--- src/rtl/bot_app_if.sv ---
// Application-side register window onto the Rojobot BOTSIM: snapshots the status registers,
// raises an interrupt for each update and holds the motor/config registers that drive BOTSIM.
module bot_app_if #(
    parameter logic [7:0] RD_BASE     = 8'h00,
    parameter logic [7:0] MOTCTL_PORT = 8'h09,
    parameter logic [7:0] BOTCFG_PORT = 8'h0A,
    parameter logic [7:0] BOTCFG_RST  = 8'h00
) (
    input  logic       clk,
    input  logic       reset,
    input  logic       upd_sysregs,
    input  logic [7:0] LocX_in,
    input  logic [7:0] LocY_in,
    input  logic [7:0] Sensors_in,
    input  logic [7:0] BotInfo_in,
    input  logic [7:0] LMDist_in,
    input  logic [7:0] RMDist_in,
    output logic [7:0] MotCtl_out,
    output logic [7:0] BotConfig_out,
    input  logic [7:0] port_id,
    input  logic [7:0] out_port,
    input  logic       write_strobe,
    input  logic       read_strobe,
    output logic [7:0] in_port,
    output logic       interrupt,
    input  logic       interrupt_ack
);

    typedef enum logic {StIdle, StPend} state_e;

    state_e     state_q;
    logic       upd_q;
    logic [7:0] locx_q, locy_q, sensors_q, botinfo_q, lmdist_q, rmdist_q;
    logic [7:0] upd_cnt_q;
    logic [7:0] ovr_cnt_q;

    logic       upd_edge;
    logic       pending;
    logic       overrun;
    logic       ovr_clr;
    logic [7:0] rd_off;
    logic [7:0] rd_data;

    always_comb begin
        upd_edge = upd_sysregs & ~upd_q;
        pending  = (state_q == StPend);
        // An ack arriving with the new edge consumes the previous update, so no overrun.
        overrun  = pending & upd_edge & ~interrupt_ack;
        ovr_clr  = read_strobe & (port_id == RD_BASE + 8'd7);
        rd_off   = port_id - RD_BASE;
    end

    always_comb begin
        rd_data = 8'h00;
        if (port_id == MOTCTL_PORT + 8'h10) begin
            rd_data = upd_cnt_q;
        end else if (rd_off < 8'd8) begin
            unique case (rd_off[2:0])
                3'd0: rd_data = locx_q;
                3'd1: rd_data = locy_q;
                3'd2: rd_data = sensors_q;
                3'd3: rd_data = botinfo_q;
                3'd4: rd_data = lmdist_q;
                3'd5: rd_data = rmdist_q;
                3'd6: rd_data = {7'b0, pending};
                3'd7: rd_data = ovr_cnt_q;
                default: rd_data = 8'h00;
            endcase
        end
    end

    assign interrupt = pending;

    always_ff @(posedge clk) begin
        if (reset) begin
            state_q       <= StIdle;
            upd_q         <= 1'b0;
            locx_q        <= 8'h00;
            locy_q        <= 8'h00;
            sensors_q     <= 8'h00;
            botinfo_q     <= 8'h00;
            lmdist_q      <= 8'h00;
            rmdist_q      <= 8'h00;
            upd_cnt_q     <= 8'h00;
            ovr_cnt_q     <= 8'h00;
            in_port       <= 8'h00;
            MotCtl_out    <= 8'h00;
            BotConfig_out <= BOTCFG_RST;
        end else begin
            upd_q   <= upd_sysregs;
            in_port <= rd_data;

            if (upd_edge) begin
                locx_q    <= LocX_in;
                locy_q    <= LocY_in;
                sensors_q <= Sensors_in;
                botinfo_q <= BotInfo_in;
                lmdist_q  <= LMDist_in;
                rmdist_q  <= RMDist_in;
                upd_cnt_q <= upd_cnt_q + 8'd1;
            end

            unique case (state_q)
                StIdle: if (upd_edge) state_q <= StPend;
                StPend: if (interrupt_ack && !upd_edge) state_q <= StIdle;
                default: state_q <= StIdle;
            endcase

            if (ovr_clr) begin
                ovr_cnt_q <= overrun ? 8'h01 : 8'h00;
            end else if (overrun && ovr_cnt_q != 8'hFF) begin
                ovr_cnt_q <= ovr_cnt_q + 8'd1;
            end

            if (write_strobe && port_id == MOTCTL_PORT) MotCtl_out <= out_port;
            if (write_strobe && port_id == BOTCFG_PORT) BotConfig_out <= out_port;
        end
    end

endmodule
--- config.mk ---
export PLATFORM = sky130hd
export DESIGN_NAME = bot_app_if
export DESIGN_NICKNAME = d
export VERILOG_FILES = /design/src/rtl/bot_app_if.sv
export SDC_FILE = /design/constraint.sdc
export NUM_CORES = 1
export LEC_CHECK = 0
export CAP_MARGIN = 10
export CORE_ASPECT_RATIO = 0.8
export CORE_UTILIZATION = 44
export DETAILED_ROUTE_END_ITERATION = 6
export PLACE_DENSITY = 0.84
export SETUP_SLACK_MARGIN = 0.4
export SLEW_MARGIN = 25
export SYNTH_ARGS = -nofsm -noshare
export SYNTH_HDL_FRONTEND = slang
export SYNTH_SLANG_ARGS = --single-unit
--- constraint.sdc ---
create_clock -name clk -period 1.38 [get_ports clk]
set_input_delay 0.138 -clock clk [delete_from_list [all_inputs] [get_ports clk]]
set_output_delay 0.138 -clock clk [all_outputs]
set_load 0.05 [all_outputs]
======== Word level (Yosys, flattened, before mapping) ========
Index checks and enable logic that the tools add are counted.
word-level totals
  register bits after elaboration ......... 90
  logic and storage cells ................. 51
  memory bits (read-only) ................. 0
  latch bits .............................. 0
  RAM bits ................................ 0
  output and inout bits ................... 25
  input port bits ......................... 70
  memories kept ........................... 0
cells by class
  div/mod/pow operators ................... 0
  $lt $le $gt $ge ......................... 1
  multiplexer cells ....................... 9
  shifts and indexed selects .............. 0
  reductions and logical operators ........ 7
  bitwise logic cells ..................... 7
  multiply operators ...................... 0
  eq/ne operators ......................... 12
  $add $sub $neg .......................... 2
operator list
  cell                                                                          number
  8-bit one-hot mux with 8 select lines                                         1
  8-bit 2-to-1 mux                                                              4
  8-bit by 1-bit adder with 8-bit output, second input constant                 2
  8-bit by 4-bit equality test with 1-bit output, second input constant         2
  3-bit equality test, second input constant                                    4
  8-bit by 3-bit equality test with 1-bit output, second input constant         1
  8-bit by 5-bit equality test with 1-bit output, second input constant         1
  8-bit by 4-bit less-than comparator with 1-bit output, second input constant  1
  8-bit != test, second input constant                                          1
  3-bit by 2-bit equality test with 1-bit output, second input constant         2
  1-bit AND                                                                     4
  1-bit logical AND                                                             4
  3-bit by 1-bit equality test with 1-bit output, second input constant         1
  3-bit logical NOT                                                             1
  1-bit 2-to-1 mux                                                              3
  1-bit NOT                                                                     3
  1-bit one-hot mux with 2 select lines                                         1
  2-bit nonzero test                                                            1
  1-bit logical NOT                                                             1

======== Logic depth before layout (Yosys ltp) ========
Gate-level depths: netlist of run 1.
  word-level depth ........................ 7
  depth in mapped cells ................... 6
  depth with buffers taken out ............ 5

======== Worst setup path before layout of run 1 ========
OpenSTA, ideal clock, no wires.
  path type ............................... reg-to-reg
  from .................................... register state_q, in the netlist interrupt
  to ...................................... register ovr_cnt_q[5]
  data arrival time ....................... 1.584 ns
  period minus slack after synthesis ...... 1.654 ns
  slack ................................... -0.274 ns
  buffers on the path ..................... 0
  data required time ...................... 1.310 ns
  cell stages (with the launch flop) ...... 5
  cells stage by stage .................... dfxtp_1 > and4bb_2 > o211ai_1 > or3_1 > a21oi_1
between the ends
  longest elaborated chain between the ends .. 4
RTL lines
  item                                 line  source
  start, declared                      31    state_e state_q;
  start signal, assigned               76    state_q <= StIdle;
  start signal, assigned               104   StIdle: if (upd_edge) state_q <= StPend;
  start signal, assigned               105   StPend: if (interrupt_ack && !upd_edge) state_q <= StIdle;
  1-bit AND (2 in series)              48    overrun = pending & upd_edge & ~interrupt_ack;
  1-bit logical AND                    111   end else if (overrun && ovr_cnt_q != 8'hFF) begin
  2-bit nonzero test (no source line)  --
  end signal, assigned                 110   ovr_cnt_q <= overrun ? 8'h01 : 8'h00;
  end signal, assigned                 112   ovr_cnt_q <= ovr_cnt_q + 8'd1;
  end, declared                        35    logic [7:0] ovr_cnt_q;
No other way between the ends.
A chain may end at the register's enable or synchronous reset.

======== Worst setup path after layout of run 1 ========
  from .................................... input upd_sysregs
  to ...................................... register lmdist_q[4]
between the ends
  longest elaborated chain between the ends .. 1
RTL lines
  item                  line  source
  start, declared       11    input logic upd_sysregs,
  1-bit AND             45    upd_edge = upd_sysregs & ~upd_q;
  end signal, assigned  98    lmdist_q <= LMDist_in;
  end, declared         33    logic [7:0] locx_q, locy_q, sensors_q, botinfo_q, lmdist_q, rmdist_q;
No other way between the ends.

==> results.yml, run 1 <==
status:
  status: "finished, violations left"
  failed_checks: "design-rule violations, negative setup slack"
power:
  combinationalPowerShare_pct: 21.1
  switch_pwr_mw: 1.74
  power.switching_fraction_pct: 28.4
  leakage_nw: 2.94
  proportion_of_power_drawn_by_the_clock_network_pct: 33.7
  worst_ir_drop_on_vdd_mv: 0.597
  power.sequential.fraction_pct: 45.3
  cellInternalPower_mw: 4.38
  total_power_mw: 6.12
  power_density_cells_nw_per_um2: 870
route:
  route.vias.total: 4600
  detail_route.vias_per_cell: 6.38
  drt-initial-drc-count: 533
  wire_per_inst_um: 26.0
  drc: 1
  first_pass_iters: 7
  routed_wirelength_um: 18700
  route.antenna.remaining_nets: 0
synth:
  synth_area_leader_cell: "sky130_fd_sc_hd__dfxtp_1"
  synth_top_area_share_pct: 47.0
  synth_edf_count: 0
  syn_avg_cell_area_um2: 8.44
  synth.mux.area_fraction_pct: 9.76
  synth_simple_gate_area_share_pct: 23.1
  gate_count_post_synth: 454
  post_synth_num_cell_types: 47
  synth.cell_area_um2: 3830
  yosys-top-cells-area: "sky130_fd_sc_hd__dfxtp_1, sky130_fd_sc_hd__nand2_1, sky130_fd_sc_hd__a21oi_1, sky130_fd_sc_hd__mux2i_1, sky130_fd_sc_hd__nor2_1"
  synth_nets: 526
  postSynth.asyncResetShare_pct: 0
  synth-compound-area-share_pct: 13.8
  synth_xor_area_share_pct: 1.83
  synth_sequential_area_ratio_pct: 47.0
  synth-adder-area-share_pct: 0.653
  ys_seq_elements: 90
  synth-warning-count: 0
  synthFlopType: "sky130_fd_sc_hd__dfxtp_1"
  synth_top_family_by_area: "simple AND/OR/NAND/NOR gates"
die:
  die_w_um: 106
  core.rowCount: 30
  core_box_area_um2: 8480
  design.die.area_um2: 9090
  initial_utilization_pct: 45.2
  ioPinCount: 95
  die_boundary_height_um: 85.5
global_routing:
  vias_in_the_first_global_route: 4567
  first_pass_grt_wire_length_um: 24400
  grt_usage_pct: 35.9
  overflow: 0
  antenna_violations_before_repair: 0
  grt_max_degree: 44
setup_path:
  critical_path_arrival_ps: 1860
  crit_path_frequent_cell: "sky130_fd_sc_hd__buf_12"
  regToRegSetupSlack_ps: -160
  critPathMaxStageDelay_ps: 530
  timing.critical_path.from_type: "primary input"
  critical-path-slowest-cell: "sky130_fd_sc_hd__clkdlybuf4s50_1"
  path_max_fanout: 6
  timing.critical_path.required_ps: 1690
  end_kind: "flop"
  crit_chain: "clkdlybuf4s50_1 -> buf_4 -> nor2b_4 -> buf_12 -> buf_12 -> buf_8 -> buf_6 -> buf_16 -> nand2_2 -> a21oi_2"
  worstSetupPathType: "in2reg"
sta:
  slew_headroom_pct: 58.3
  whs_ps: 201
  least_margin_pin_slew_ps: 626
  worst_case_clock_skew_ps: 10.8
  timing_max_transition_violations_final: 0
  fin_crit_ps: 1560
  finalSetupTns_ps: -2560
  final-setup-viol-count: 46
  max_freq_mhz: 643
  final-hold-violation-count: 0
  rsz0062_at_grt: "true"
  timing.final.crit_share_pct: 113
  postLayoutSetupSlackWorst_ps: -176
layout:
  areaGrowthSynthToFinish_pct: 83.7
  num-nets-final: 677
  layout_cells_sized_above_1_pct: 53.9
  num_antenna_cells: 0
  final_common_cell: "sky130_fd_sc_hd__nand2_1"
  final_cell_mix: "sky130_fd_sc_hd__nand2_1, sky130_fd_sc_hd__clkdlybuf4s50_1, sky130_fd_sc_hd__a21oi_2"
  filler_cell_count: 408
clock_network:
  cts_root_buffer: "sky130_fd_sc_hd__clkbuf_8"
  worst_skew_pair.late_latency_ps: 380
  cts_made_buffers: 9
  clk_path_buf_depth: 2
  cts_sinks: 90
  cts_hold_buf: 0
  clk_pin_slew_worst_paths_ps: 90
  cts_tree: "done"
  htreeDepth: 3
hold_path:
  min-delay-path-class: "in2reg"
place:
  placement.io_buffers: 94
  globalplace.congestion: 0.852
  pre_cts_ws_ps: -540
  dp.final_hpwl_um: 7780
job:
  max_cap_violations: 0
cell usage after synthesis (3+ instances only):
| master | instances |
|---|---|
| sky130_fd_sc_hd__nand3_1 | 3 |
| sky130_fd_sc_hd__o211ai_1 | 3 |
| sky130_fd_sc_hd__a21oi_1 | 58 |
| sky130_fd_sc_hd__nor3b_1 | 4 |
| sky130_fd_sc_hd__xor2_1 | 5 |
| sky130_fd_sc_hd__nand2_1 | 115 |
| sky130_fd_sc_hd__inv_1 | 3 |
| sky130_fd_sc_hd__mux2i_1 | 25 |
| sky130_fd_sc_hd__o21ai_0 | 5 |
| sky130_fd_sc_hd__mux4_2 | 3 |
| sky130_fd_sc_hd__a311oi_1 | 3 |
| sky130_fd_sc_hd__dfxtp_1 | 90 |
| sky130_fd_sc_hd__nand4_1 | 6 |
| sky130_fd_sc_hd__a221oi_1 | 4 |
| sky130_fd_sc_hd__and3_1 | 3 |
| sky130_fd_sc_hd__nand2b_1 | 3 |
| sky130_fd_sc_hd__nor3_1 | 3 |
| sky130_fd_sc_hd__xnor2_1 | 3 |
| sky130_fd_sc_hd__nor2_1 | 41 |
| sky130_fd_sc_hd__buf_2 | 6 |
| sky130_fd_sc_hd__o31ai_1 | 3 |
| sky130_fd_sc_hd__mux2_2 | 5 |
| sky130_fd_sc_hd__nor2b_1 | 3 |
| sky130_fd_sc_hd__buf_1 | 3 |
| sky130_fd_sc_hd__or3_1 | 4 |
| sky130_fd_sc_hd__clkbuf_1 | 22 |
power groups by stage:
stage	clock [mW]	combinational (mW)	sequential (mW)
2_1_floorplan	0	0.345	2.80
3_3_place_gp	0	0.679	2.80
3_5_place_dp	0	0.697	2.81
4_1_cts	1.98	1.09	2.75
5_1_grt	2.15	1.32	2.78
6_report	2.06	1.29	2.77
repair_timing:
item                                    4_1_cts  5_1_grt
pin swaps                                    53       43
buffers inserted                             19        6
gates resized for setup                     272       62
cloned                                       11        2
endpoints found under the setup margin      114      114
area by class of cell:
class / instances / area, µm² / area share (%)
multi-input cells: 329 / 2700 / 38.4
inverters: 3 / 11.3 / 0.160
well taps: 112 / 140 / 1.99
clock buffers: 12 / 176 / 2.51
clock inverters: 3 / 43.8 / 0.622
repair buffers: 172 / 2100 / 29.8
flip-flops and latches: 90 / 1870 / 26.6
worst paths after layout:
path                                     end         start  depth (start not counted)
worst max-delay path             lmdist_q[4]   upd_sysregs                         10
worst min-delay path              in_port[5]         reset                          3
worst max register to register   lmdist_q[4]         upd_q                          9
worst min register to register  sensors_q[6]  sensors_q[6]                          2
state kept, by name, summed over array words and instances, names as in the netlist, 8 cells and up:
signal and count:
locy_q 8, botinfo_q 8, ovr_cnt_q 8, lmdist_q 8, BotConfig_out 8, in_port 8
locx_q 8, upd_cnt_q 8, sensors_q 8, MotCtl_out 8, rmdist_q 8
routing by layer:
| metal | global-route usage [%] | share of wire, % | routed length [µm] | vias up |
|---|---|---|---|---|
| met1 | 38.8 | 35 | 6550 | 2201 |
| met4 | 21.2 | 7.3 | 1380 | 0 |
| met2 | 62.6 | 48 | 8950 | 377 |
| met3 | 10.5 | 9.9 | 1860 | 148 |
| met5 | 0 | 0 | 0 | - |
| li1 | - | - | - | 1874 |
critical path: cells and delay by family:
| kind | cells | cell delay, ps |
|---|---|---|
| AND/OR/NAND/NOR | 2 | 280 |
| buffers and inverters | 7 | 1270 |
| AO/OA/AOI/OAI | 1 | 160 |
per-stage QoR:
step | area [µm²] | util [%] | cells
2_1_floorplan | 4040 | - | 454
3_3_place_gp | 5210 | 61.5 | 668
3_5_place_dp | 5210 | 61.5 | 668
4_1_cts | 6690 | 78.8 | 713
5_1_grt | 7040 | 83.0 | 721
6_report | 7040 | 83.0 | 721
logic make-up (layout without fill, tap and decap cells):
group,after synthesis,count (layout)
compound gates,87,87
xor+xnor,8,8
fa+ha+maj,2,2
buf+inv,35,190
flops,90,90
mux,33,33
simple gates,199,199
Power figures use the tool's default switching activity.
==> run 2, diff against run 1 <==
--- a/config.mk
+++ b/config.mk
@@ -5,7 +5,6 @@
 export SDC_FILE = /design/constraint.sdc
 export NUM_CORES = 1
 export LEC_CHECK = 0
-export CAP_MARGIN = 10
 export CORE_ASPECT_RATIO = 0.8
 export CORE_UTILIZATION = 44
 export DETAILED_ROUTE_END_ITERATION = 6
==> results of run 2 <==
Final layout, timing and power as in run 1 (identical DEF).
